[config.mk]
export PLATFORM = sky130hd
export DESIGN_NAME = apb_splitter_wdt
export DESIGN_NICKNAME = d
export VERILOG_FILES = /design/src/rtl/apb_splitter_wdt.sv
export SDC_FILE = /design/constraint.sdc
export NUM_CORES = 1
export LEC_CHECK = 0
export ABC_AREA = 1
export BUFFER_PORTS_ARGS = -buffer_cell sky130_fd_sc_hd__buf_2
export CAP_MARGIN = 20
export CORE_AREA = 8 8 75 77
export DETAILED_ROUTE_END_ITERATION = 10
export DIE_AREA = 0 0 83 85
export GPL_TIMING_DRIVEN = 0
export PLACE_DENSITY = 0.75
export SYNTH_ARGS = -nofsm -noshare
export SYNTH_HDL_FRONTEND = slang
export SYNTH_SLANG_ARGS = --single-unit
[constraint.sdc]
create_clock -name clk -period 0.8 [get_ports clk]
set_input_delay 0.04 -clock clk [delete_from_list [all_inputs] [get_ports clk]]
set_output_delay 0.04 -clock clk [all_outputs]
set_load 0.02 [all_outputs]
[src/rtl/apb_splitter_wdt.sv]
// APB 1-to-N fan-out: base/mask address decode, combinational routing, error on decode miss.
// Define APB_SPLITTER_TIMEOUT_EN to add the access-phase stall watchdog.
module apb_splitter_wdt #(
    parameter int unsigned                N_SLAVES       = 2,
    parameter int unsigned                W_ADDR         = 16,
    parameter int unsigned                W_DATA         = 32,
    parameter logic [N_SLAVES*W_ADDR-1:0] ADDR_MAP       = {16'h4000, 16'h0000},
    parameter logic [N_SLAVES*W_ADDR-1:0] ADDR_MASK      = {16'hc000, 16'hc000},
    parameter int unsigned                W_TIMEOUT      = 8,
    parameter int unsigned                TIMEOUT_CYCLES = 255
) (
    input  logic                       clk,
    input  logic                       rst_n,
    input  logic [W_ADDR-1:0]          apbs_paddr,
    input  logic                       apbs_psel,
    input  logic                       apbs_penable,
    input  logic                       apbs_pwrite,
    input  logic [W_DATA-1:0]          apbs_pwdata,
    output logic                       apbs_pready,
    output logic [W_DATA-1:0]          apbs_prdata,
    output logic                       apbs_pslverr,
    output logic [W_ADDR-1:0]          apbm_paddr,
    output logic [N_SLAVES-1:0]        apbm_psel,
    output logic                       apbm_penable,
    output logic                       apbm_pwrite,
    output logic [W_DATA-1:0]          apbm_pwdata,
    input  logic [N_SLAVES-1:0]        apbm_pready,
    input  logic [N_SLAVES*W_DATA-1:0] apbm_prdata,
    input  logic [N_SLAVES-1:0]        apbm_pslverr,
    output logic                       timeout_flag
);

    logic                hit;
    logic [N_SLAVES-1:0] hit_onehot;
    logic                sel_pready;
    logic                sel_pslverr;
    logic [W_DATA-1:0]   sel_prdata;
    logic                in_access;
    logic                abort;
    logic                timeout_flag_d;
    logic                timeout_flag_q;

    assign apbm_paddr   = apbs_paddr;
    assign apbm_penable = apbs_penable;
    assign apbm_pwrite  = apbs_pwrite;
    assign apbm_pwdata  = apbs_pwdata;
    assign in_access    = apbs_psel & apbs_penable;

    // Scan from the highest index down so the lowest matching window is the one kept.
    always_comb begin
        hit         = 1'b0;
        hit_onehot  = '0;
        sel_pready  = 1'b0;
        sel_pslverr = 1'b0;
        sel_prdata  = '0;
        for (int i = int'(N_SLAVES) - 1; i >= 0; i--) begin
            if ((apbs_paddr & ADDR_MASK[i*W_ADDR +: W_ADDR]) ==
                (ADDR_MAP[i*W_ADDR +: W_ADDR] & ADDR_MASK[i*W_ADDR +: W_ADDR])) begin
                hit           = 1'b1;
                hit_onehot    = '0;
                hit_onehot[i] = 1'b1;
                sel_pready    = apbm_pready[i];
                sel_pslverr   = apbm_pslverr[i];
                sel_prdata    = apbm_prdata[i*W_DATA +: W_DATA];
            end
        end
    end

`ifdef APB_SPLITTER_TIMEOUT_EN
    logic [W_TIMEOUT-1:0] stall_cnt_d;
    logic [W_TIMEOUT-1:0] stall_cnt_q;

    // The limit check precedes the ready check: a slave answering on the abort cycle loses.
    always_comb begin
        stall_cnt_d = stall_cnt_q;
        abort       = 1'b0;
        if (!in_access || !hit) begin
            stall_cnt_d = '0;
        end else if (stall_cnt_q == W_TIMEOUT'(TIMEOUT_CYCLES)) begin
            abort       = 1'b1;
            stall_cnt_d = '0;
        end else if (sel_pready) begin
            stall_cnt_d = '0;
        end else if (stall_cnt_q != '1) begin
            stall_cnt_d = stall_cnt_q + W_TIMEOUT'(1);
        end
    end

    always_ff @(posedge clk or negedge rst_n) begin
        if (!rst_n) begin
            stall_cnt_q <= '0;
        end else begin
            stall_cnt_q <= stall_cnt_d;
        end
    end
`else
    // Watchdog sizing has no effect when the watchdog is not built.
    localparam int unsigned WDT_CFG_UNUSED = W_TIMEOUT + TIMEOUT_CYCLES;

    assign abort = 1'b0;
`endif

    assign timeout_flag_d = abort;

    always_ff @(posedge clk or negedge rst_n) begin
        if (!rst_n) begin
            timeout_flag_q <= 1'b0;
        end else begin
            timeout_flag_q <= timeout_flag_d;
        end
    end

    assign timeout_flag = timeout_flag_q;

    always_comb begin
        apbm_psel    = '0;
        apbs_pready  = 1'b1;
        apbs_pslverr = 1'b0;
        apbs_prdata  = '0;
        if (apbs_psel) begin
            if (abort) begin
                apbs_pslverr = 1'b1;
            end else if (hit) begin
                apbm_psel    = hit_onehot;
                apbs_pready  = sel_pready;
                apbs_pslverr = sel_pslverr;
                apbs_prdata  = sel_prdata;
            end else begin
                apbs_pslverr = apbs_penable;
            end
        end
    end

endmodule

==> summary.md <==
| Metric | Value |
|---|---|
| Result of the run | `complete, but fails checks` |
| Violated checks | `setup timing` |
| Data arrival at the endpoint of the critical path | `0.88 ns` |
| Number of hold buffers added after CTS | `0` |
| Total global routing overflow | `0` |
| DRC violation count after routing | `0` |
| Required time of the critical path | `0.76 ns` |
| Number of nets with antenna violations after routing | `0` |
| Filler cell count in the final layout | `436` |
| Reg area | `0 sq um` |
| Final design utilization | `52.2%` |
| PnR worst setup slack | `-0.118 ns` |
| Crit path launch type | `input port` |
| DIE WIDTH | `83 um` |
| Final Setup Violations | `32` |
| Antenna diode count | `0` |
| Vias in the first global route | `1712` |
| Effective utilization at floorplan | `21.2%` |
| Final hold violation count | `0` |
| Area of the core | `0.00454 sq mm` |
| Number of distinct standard cells referenced by the synthesized netlist | `15` |
| Count of synthesis-stage warnings from yosys | `0` |
| Hpwl dp | `4680 um` |
| Pre-CTS setup slack | `-0.188 ns` |
| Commonest non-fill, non-tap cell in the layout | `buf_2` |
| Shortest clock period the worst path allows after layout | `0.918 ns` |
| Via Count | `1565` |
| Number of max-cap violations | `0` |
| Area of combinational cells with multiple inputs | `657 sq um` |
| Max VDD drop | `0.220 mV` |
| Static power due to leakage | `1.48 nW` |
| Die area | `0.00706 sq mm` |
| Largest net degree at the start of global routing | `11` |
| Violation count after the first detailed-route iteration | `14` |
| Mean post-synth cell area | `5.66 sq um` |
| Number of clock-tree buffers in the layout | `0` |
| Share of the cycle needed by the critical path after routing | `115%` |
| I/O pins | `208` |
| Synth Instances | `170` |
| Worst setup EP type | `primary output` |
| Sequential cell count of the final layout | `0` |
| Detailed-routed wire length on met2 | `3470 um` |
| Worst hold-check path type | `in2out` |
| Initial antenna violation count | `0` |
| Fraction of final layout cells sized beyond drive strength 1 | `87.6%` |
| Metal1 wirelength | `1980 um` |
| Mapped Nets | `291` |
| Detailed Routing Iterations Pass 1 | `4` |
| Classification of the worst setup path | `in2out` |
| Area growth syn-to-layout | `146%` |
| Top layer reached by signal wires | `met4` |
| Buffers on Ports | `158` |
| Achievable Freq | `1090 MHz` |
| Sequential-to-total area share from yosys stat | `0%` |
| Total Routing Usage GR | `14.7%` |
| Wire length of the first global-routing pass | `8860 um` |
| Die extent in y | `85 um` |
| Net count of the finished layout | `461` |
| Length of routed met3 wiring | `505 um` |
| Setup repair after global routing missed its margin | `yes` |
| Max-slew violation count | `0` |
| Top library cells by usage in the layout, fill and taps aside | `buf_2, buf_4, nand2_2, nand2_1, buf_6` |
| Final weighted congestion in routability-driven placement | `0.767` |
| FP Rows | `25` |
| Power per cell area | `567 mW/mm^2` |
| Drt total wl | `6000 um` |
| Mapped cell area | `962 sq um` |
| Largest driver fanout on the critical path | `8` |
| Routed wire per std cell | `15.3 um` |
| Ratio of routed vias to standard cells | `3.99` |
critical path: stages:
cell     delay (ns)
buf_8          0.11
inv_6          0.05
nand2_4        0.06
nor2_8         0.09
buf_12         0.14
buf_12         0.13
nand2_4        0.04
nand2_2        0.07
buf_6          0.12
synth_stat cells, types with 2 or more instances:
master / count / area, sq um
nand2_1: 81 / 304
buf_4: 51 / 383
nand2_2: 20 / 125
buf_6: 4 / 45.0
inv_1: 2 / 7.51
nand3_1: 2 / 10.0
nor2_1: 2 / 7.51
layer usage:
metal | vias up | track usage [%]
li1 | 791 | -
met1 | 674 | 14.4
met2 | 96 | 30.0
met3 | 4 | 4.69
met4 | 0 | 0.958
met5 | - | 0
cell type report:
class / count / area share, %
repair buffers: 168 / 48.1
multi-input cells: 109 / 27.7
plain buffers: 57 / 20.3
well taps: 54 / 2.85
inverters: 4 / 1.06
report_power, final:
group / internal [mW] / switching [mW]
clock network: 0 / 0
logic: 0.677 / 0.668
registers: 0 / 0
final timing paths:
check       startpoint  cells past startpoint         endpoint
min    apbs_pwdata[18]                      2  apbm_pwdata[18]
max     apbs_paddr[15]                      9   apbs_prdata[2]
cells by family after synthesis:
logic type | count (synthesis) | share of synthesized area (%)
buffers and inverters | 61 | 49.9
other | 1 | 0.390
AND/OR/NAND/NOR | 108 | 49.7
what timing repair did:
action | CTS | global route
setup buffers | 4 | 1
endpoints found under the setup margin | 34 | 35
gates cloned | 5 | 0
resized for setup | 112 | 36
pin swaps | 29 | 13
metrics by stage:
stage | power, mW | setup TNS (ns) | hold slack (ns) | instances | area (sq um)
2_1_floorplan | 0.652 | 0 | 0.193 | 170 | 962
3_3_place_gp | 1.06 | -4.98 | 0.301 | 382 | 1820
3_5_place_dp | 1.08 | -5.14 | 0.301 | 382 | 1820
4_1_cts | 1.29 | -2.98 | 0.301 | 391 | 2240
5_1_grt | 1.43 | -4.14 | 0.303 | 392 | 2370
6_report | 1.34 | -2.51 | 0.299 | 392 | 2370
Note: power is estimated with default switching activity, not from simulation.
